$ cat config.mk
export PLATFORM = sky130hd
export DESIGN_NAME = nexys_input_conditioner
export DESIGN_NICKNAME = d
export VERILOG_FILES = /design/src/rtl/nexys_io_pkg.sv /design/src/rtl/debounce_channel.sv /design/src/rtl/nexys_input_conditioner.sv
export SDC_FILE = /design/constraint.sdc
export NUM_CORES = 1
export LEC_CHECK = 0
export BUFFER_PORTS_ARGS = -buffer_cell sky130_fd_sc_hd__buf_2
export CAP_MARGIN = 20
export CORE_ASPECT_RATIO = 1.25
export CORE_MARGIN = 5
export CORE_UTILIZATION = 55
export DETAILED_ROUTE_END_ITERATION = 10
export GPL_TIMING_DRIVEN = 0
export PLACE_DENSITY = 0.72
export SYNTH_ARGS = -nofsm -noshare
export SYNTH_HDL_FRONTEND = slang
export SYNTH_SLANG_ARGS = --single-unit
export TNS_END_PERCENT = 20
$ cat constraint.sdc
create_clock -name clk -period 4.85 [get_ports clk]
set_input_delay 0.97 -clock clk [delete_from_list [all_inputs] [get_ports clk]]
set_output_delay 0.97 -clock clk [all_outputs]
set_load 0.005 [all_outputs]
$ cat src/rtl/nexys_io_pkg.sv
// Shared constants and types for the Nexys board input conditioner.
package nexys_io_pkg;

    localparam int unsigned NUM_BTN                 = 4;
    localparam int unsigned NUM_SW                  = 4;
    localparam int unsigned DEBOUNCE_CYCLES_DEFAULT = 1000000;

    typedef enum logic {
        HOLD = 1'b0,
        RUN  = 1'b1
    } rst_state_t;

    // Counter width able to hold n-1, never narrower than one bit.
    function automatic int unsigned cnt_width(input int unsigned n);
        return (n > 1) ? $clog2(n) : 1;
    endfunction

endpackage

$ cat src/rtl/debounce_channel.sv
// One input channel: synchronizer, stability counter, debounced level and
// registered one-cycle edge pulses.
module debounce_channel
    import nexys_io_pkg::*;
#(
    parameter int unsigned DEBOUNCE_CYCLES = DEBOUNCE_CYCLES_DEFAULT,
    parameter int unsigned SYNC_STAGES     = 2
) (
    input  logic clk,
    input  logic rst_n,
    input  logic raw,
    output logic level,
    output logic rise,
    output logic fall
);

    localparam int unsigned     CW      = cnt_width(DEBOUNCE_CYCLES);
    localparam logic [CW-1:0]   CNT_MAX = CW'(DEBOUNCE_CYCLES - 1);

    logic [SYNC_STAGES-1:0] sync_q;
    logic                   synced;
    logic [CW-1:0]          cnt;

    assign synced = sync_q[SYNC_STAGES-1];

    always_ff @(posedge clk or negedge rst_n) begin
        if (!rst_n) begin
            sync_q <= '0;
        end else begin
            sync_q <= {sync_q[SYNC_STAGES-2:0], raw};
        end
    end

    // Any cycle back at the stable level restarts the count from zero.
    always_ff @(posedge clk or negedge rst_n) begin
        if (!rst_n) begin
            cnt   <= '0;
            level <= 1'b0;
            rise  <= 1'b0;
            fall  <= 1'b0;
        end else begin
            rise <= 1'b0;
            fall <= 1'b0;
            if (synced == level) begin
                cnt <= '0;
            end else if (cnt < CNT_MAX) begin
                cnt <= cnt + 1'b1;
            end else begin
                cnt   <= '0;
                level <= synced;
                rise  <= synced;
                fall  <= ~synced;
            end
        end
    end

endmodule

$ cat src/rtl/nexys_input_conditioner.sv
// Board input conditioning: debounced buttons/switches with edge pulses and
// a stretched, synchronously released SoC reset.
module nexys_input_conditioner
    import nexys_io_pkg::*;
#(
    parameter int unsigned DEBOUNCE_CYCLES    = DEBOUNCE_CYCLES_DEFAULT,
    parameter int unsigned SYNC_STAGES        = 2,
    parameter int unsigned RST_STRETCH_CYCLES = 16
) (
    input  logic               clk,
    input  logic               rst_n,
    input  logic [NUM_BTN-1:0] btn_i,
    input  logic [NUM_SW-1:0]  sw_i,
    output logic [NUM_BTN-1:0] btn_o,
    output logic [NUM_SW-1:0]  sw_o,
    output logic [NUM_BTN-1:0] btn_rise_o,
    output logic [NUM_BTN-1:0] btn_fall_o,
    output logic               soc_rst_n_o
);

    localparam int unsigned   SCW         = cnt_width(RST_STRETCH_CYCLES);
    localparam logic [SCW-1:0] STRETCH_MAX = SCW'(RST_STRETCH_CYCLES - 1);

    logic [NUM_SW-1:0] sw_rise_unused;
    logic [NUM_SW-1:0] sw_fall_unused;

    for (genvar i = 0; i < NUM_BTN; i++) begin : g_btn
        debounce_channel #(
            .DEBOUNCE_CYCLES(DEBOUNCE_CYCLES),
            .SYNC_STAGES    (SYNC_STAGES)
        ) u_chan (
            .clk  (clk),
            .rst_n(rst_n),
            .raw  (btn_i[i]),
            .level(btn_o[i]),
            .rise (btn_rise_o[i]),
            .fall (btn_fall_o[i])
        );
    end

    for (genvar i = 0; i < NUM_SW; i++) begin : g_sw
        debounce_channel #(
            .DEBOUNCE_CYCLES(DEBOUNCE_CYCLES),
            .SYNC_STAGES    (SYNC_STAGES)
        ) u_chan (
            .clk  (clk),
            .rst_n(rst_n),
            .raw  (sw_i[i]),
            .level(sw_o[i]),
            .rise (sw_rise_unused[i]),
            .fall (sw_fall_unused[i])
        );
    end

    rst_state_t     state, state_next;
    logic [SCW-1:0] stretch_cnt, stretch_next;
    logic           soc_rst_q;

    // Output flop follows the next state so release lands on the RUN-entry edge.
    always_ff @(posedge clk or negedge rst_n) begin
        if (!rst_n) begin
            state       <= HOLD;
            stretch_cnt <= '0;
            soc_rst_q   <= 1'b0;
        end else begin
            state       <= state_next;
            stretch_cnt <= stretch_next;
            soc_rst_q   <= (state_next == RUN);
        end
    end

    always_comb begin
        state_next   = state;
        stretch_next = stretch_cnt;
        case (state)
            HOLD: begin
                if (stretch_cnt == STRETCH_MAX) begin
                    state_next   = RUN;
                    stretch_next = '0;
                end else begin
                    stretch_next = stretch_cnt + 1'b1;
                end
            end
            RUN:     state_next = RUN;
            default: state_next = HOLD;
        endcase
    end

    assign soc_rst_n_o = soc_rst_q;

endmodule

---- Word level (Yosys, flattened, before mapping) ----
Index checks and enable logic that the tools add are counted.
operators by class
  $add $sub $neg .......................... 9
  $lt $le $gt $ge ......................... 8
  equal/unequal tests ..................... 9
  multiplexer cells ....................... 35
  bitwise gates (word level) .............. 21
  reductions and logical operators ........ 8
operator list
  kind                   number
  $mux 20                16
  $add 20x1->20 const B  8
  $lt 20x20->1 const B   8
  $not 1->1              21
  $mux 1                 17
  $reduce_and 2->1       8
  $eq 1x1->1             8
  $add 4x1->4 const B    1
  $eq 4x4->1 const B     1
  $mux 4                 1
  $pmux 1 s2             1
word-level totals
  register bits after elaboration ......... 197
  bits of input ports ..................... 10
  output and inout port bits .............. 17
  logic and storage cells ................. 124

---- Depth between registers and ports, before layout ----
  depth in word-level cells ............... 3
  depth in mapped cells ................... 7
  depth with buffers taken out ............ 6

---- Modules after synthesis ----
A second synthesis with hierarchy kept.
unflattened totals
  cells, all modules ...................... 1041
  area total of the unflattened synthesis .. 10980.5 µm²
by module, submodules not included
  module                   instances  cells an instance  area an instance (µm²)  sequential area each (µm²)
  debounce_channel         8          128                1345.0                  625.6
  nexys_input_conditioner  1          17                 220.2                   125.1

---- Worst setup path after synthesis ----
Ideal clock, no wire load.
  path kind ............................... register -> register
  from .................................... register g_btn[3].u_chan.cnt[12]
  to ...................................... register g_btn[3].u_chan.level
  library setup time ...................... 127 ps
  arrival ................................. 1801 ps
  required time ........................... 4723 ps
  setup slack ............................. 2921 ps
  cell stages (with the launch flop) ...... 6
  path buffers ............................ 0
  period minus slack after synthesis ...... 1929 ps
  cell sequence ........................... dfrtp_1 > or4_1 > a311o_1 > a21oi_2 > or2_2 > mux2_1
between the ends
  longest elaborated chain between the ends .. 3
RTL lines
  item                        line                    source
  start, declared             debounce_channel.sv:22  logic [CW-1:0] cnt;
  start signal, assigned      debounce_channel.sv:47  cnt <= cnt + 1'b1;
  $lt 20x20->1                debounce_channel.sv:46  end else if (cnt < CNT_MAX) begin
  $not 1->1 (no line)         --
  $reduce_and 2->1 (no line)  --
  end signal, assigned        debounce_channel.sv:50  level <= synced;
  end, declared               debounce_channel.sv:12  output logic level,
Every way passes these cells.
A chain may end at the register's enable or synchronous reset.

---- Final worst setup path ----
  from .................................... register g_sw[2].u_chan.cnt[0]
  to ...................................... register g_sw[2].u_chan.cnt[12]
between the ends
  longest elaborated chain between the ends .. 3
  elaborated cells between the ends (all ways) .. 4
  classes of those cells .................. 1 x add/sub; 1 x order compare; 2 x mux
RTL lines
  item                                                  line                                            source
  start, declared                                       debounce_channel.sv:22
  start signal, assigned                                debounce_channel.sv:47
  $add 20x1->20 / $lt 20x20->1 (equally long branches)  debounce_channel.sv:47, debounce_channel.sv:46
  $mux 20 *                                             debounce_channel.sv:46
  $mux 20 *                                             debounce_channel.sv:44                          if (synced == level) begin
Mark *: on every way between the ends. The rest lies on a longest branch, timed or not.

==> key figures <==
Logic synthesis
  • Adder-Cell Fraction of Synth Area: 1.23%
  • Post-synthesis compound-gate area fraction: 4.18%
  • Post-synthesis cell count: between 800 and 900
  • Syn nets: about 900
  • Post-synth cell types: between 40 and 50
  • Post-synth EDFFs: 0
  • Commonest cells post-synth: dfrtp_1, nor2_1, xor2_1
  • Top-count cell post-synth: dfrtp_1
  • Mapped Area: 9140 µm²
  • Synth area leaders: dfrtp_1, xor2_1, nor2_1
  • Mapped Avg Cell Area: between 10 and 15 µm²
  • Main flop type after synthesis: dfrtp_1
  • Share of the synthesized area in the top cell type: a little over half
  • Asr flop ratio synth: 100%
  • Ys Warns: 0
  • Area leader, netlist: dfrtp_1
  • Sequential share of the synthesized area: 54.0%
  • Seq cells post-synth: about 200
  • Main combinational cell family by area after synthesis: simple AND/OR/NAND/NOR gates
  • Post-synthesis mux area share: approximately 1.1%
  • Synth Area in XOR/XNOR: between 10% and 20%
  • Post-Synth Simple-Gate Area: 23.5%

Worst hold path
  • Min-delay src: g_sw[0].u_chan.sync_q[0]$_DFF_PN0_
  • Hold path endpoint: g_sw[0].u_chan.sync_q[1]$_DFF_PN0_
  • Worst min path class: reg2reg
  • Hold Crit Depth: 0

Die
  • Die W: 125 µm
  • Core area: between 15000 and 20000 µm²
  • # rows: 52
  • Die H: around 150 µm
  • Die ar.: ~19000 µm²
  • Starting Density: 56.2%
  • Top Ports: 27

Finish
  • Layout cells sized above 1: between 10% and 20%
  • Finished Core Util: about 63%
  • Synthesis-to-finish area growth: 11.5%
  • Nets: between 900 and 1000
  • Final Instance Area: roughly 10000 µm²
  • Ant diodes: 0
  • Post-Layout Cell Count: around 1200

Placed design
  • Post-detail-place hpwl: ~10000 µm
  • Placed cells: ~1100
  • Setup slack after placement: between 2 and 3 ns
  • Port-buffer cells: 26
  • Area post-placement: 9580 µm²
  • RePlAce Congestion: 0.760

Global route
  • Pin count of the biggest net entering global routing: between 100 and 150
  • Vias in the first global route: roughly 6200
  • First-pass GRT wire length: approximately 28000 µm
  • GRT overflow: 0
  • Overall Global Routing Usage: about 17%
  • Initial antenna violation count: 0

STA
  • Max-slew headroom: between 30% and 40%
  • Final count of hold timing violations: 0
  • Clk_skew: between 0.008 and 0.009 ns
  • Maximum clock rate: 453 MHz
  • Final hold slack: approximately 0.35 ns
  • Setup tns final: 0 ns
  • Setup ws final: roughly 2.6 ns
  • RSZ-0062 raised after global routing: false
  • Final Cycle Share: a little under half
  • Max Slew Vio Count: 0
  • Final setup vio count: 0
  • Measured slew at the worst slew-check pin: 0.899 ns
  • Tmin final: ~2.2 ns

Power
  • Total power: between 3 and 4 mW
  • IR drop worst, VDD: 241 µV
  • Cell area power density: between 300 and 400 nW/µm²
  • Lkg Pwr: approximately 4.5 nW

Clocking
  • Number of buffers created by CTS: 17
  • Clk_lat worst skew: between 0.4 and 0.5 ns
  • CTS tree: done
  • Clock Pin Slew Worst Setup and Hold Paths: roughly 0.060 ns
  • Cells resized by post-CTS repair: 0
  • Clk buf depth: 2
  • H-tree depth: 4
  • Sink Count: around 200
  • Root Buffer Master: clkbuf_16
  • Post CTS Setup Buffer Count: 0
  • Hold buffer count at CTS: 0

Job
  • Max Cap Viol: 0

Route
  • Routed length per instance: between 10 and 15 µm
  • Total routed wirelength: roughly 16000 µm
  • Drt first pass iters: 4
  • Routed vias/inst: 5.38
  • DRC viols: 0
  • Post-route ant nets: 0
  • Initial drt markers: around 250
  • Total number of vias: about 6300

Critical path
  • Crit. End Element: flip-flop
  • CP startpoint kind: flip-flop
  • Worst EP arrival: roughly 2.5 ns
  • RR Startpoint: g_sw[2].u_chan.cnt[0]$_DFF_PN0_
  • Max incr delay on CP: about 0.42 ns
  • Worst path cell trace: ha_1, nand3_1, o211ai_1, a211oi_1, o21bai_2, clkbuf_1, nor2_1
  • Data required time of the critical path: approximately 5 ns
  • Worst R2R End: g_sw[2].u_chan.cnt[12]$_DFF_PN0_
  • Worst path buffer plus inverter count: 1
  • Slowest-stage cell, CP: dfrtp_1
  • Crit Path Max Fanout: 10
  • R2r setup slk: roughly 2.6 ns
  • Crit path kind: reg2reg
  • R2R depth: 7
  • Top delay family on crit path: compound AO/OA/AOI/OAI gates

Outcome
  • Outcome: completed
-- cell families after synthesis --
| family | after synthesis |
|---|---|
| buffers and inverters | 39 |
| adder cells (fa/ha/maj) | 9 |
| multiplexers | 9 |
| AO/OA/AOI/OAI | 55 |
| flip-flops | 197 |
| AND/OR/NAND/NOR | 444 |
| XOR/XNOR | 142 |
-- routing by layer --
layer | part of all wire [%] | track usage, % | up-vias | wire [µm]
met3 | 2.5 | 3.71 | 21 | 397
met5 | 0 | 0 | - | 0
met4 | 1.5 | 5.89 | 0 | 238
li1 | - | - | 3133 | -
met2 | 49 | 29.1 | 57 | 7650
met1 | 47 | 22.0 | 3066 | 7300
-- how the worst max path moves through the flow --
stage	startpoint	to	slack, ns	cells past startpoint
after detailed placement	g_sw[2].u_chan.cnt[0]$_DFF_PN0_	g_sw[2].u_chan.cnt[16]$_DFF_PN0_	2.59	7
after CTS	g_sw[2].u_chan.cnt[0]$_DFF_PN0_	g_sw[2].u_chan.cnt[16]$_DFF_PN0_	2.56	7
final	g_sw[2].u_chan.cnt[0]$_DFF_PN0_	g_sw[2].u_chan.cnt[12]$_DFF_PN0_	2.64	7
after floorplan	g_btn[3].u_chan.cnt[12]$_DFF_PN0_	g_btn[3].u_chan.level$_DFFE_PN0P_	2.92	5
after global routing	g_sw[2].u_chan.cnt[0]$_DFF_PN0_	g_sw[2].u_chan.cnt[12]$_DFF_PN0_	2.39	7
after global placement	rst_n	g_btn[3].u_chan.cnt[11]$_DFF_PN0_	-0.48	1
-- final cells by class --
class                      count  area (µm²)
tap                          216         270
multi-input combinational    659        3990
fill                        1361        6080
buffer                        27         174
clock inverter                10         156
timing repair buffer          27         168
clock buffer                  19         453
sequential                   197        4930
inverter                      12        45.0
-- sequential cells by signal, indices dropped and copies added, names as in the netlist, 8 cells and up --
| signal | flops |
|---|---|
| g_sw.u_chan.cnt | 80 |
| g_sw.u_chan.sync_q | 8 |
| g_btn.u_chan.sync_q | 8 |
| g_btn.u_chan.cnt | 80 |
-- report_power, final --
group	switching [mW]	leakage (nW)	total [mW]	internal, mW
combinational	0.0681	1.46	0.0966	0.0286
clock	0.590	0.300	1.47	0.879
sequential	0.0224	2.69	1.69	1.67
-- layout by cell type (no fill, tap or decap), types with 9 or more instances in the layout --
master	instances
and3_1	17
and4_1	12
buf_2	29
buf_4	16
clkbuf_16	17
dfrtp_1	197
ha_1	9
inv_1	12
nand2_1	57
nand3_1	62
nand4_1	41
nor2_1	184
nor3_1	12
nor3b_1	9
nor4_1	15
o21ai_0	9
or2_2	12
xnor2_1	55
xor2_1	87
Power figures use the tool's default switching activity.
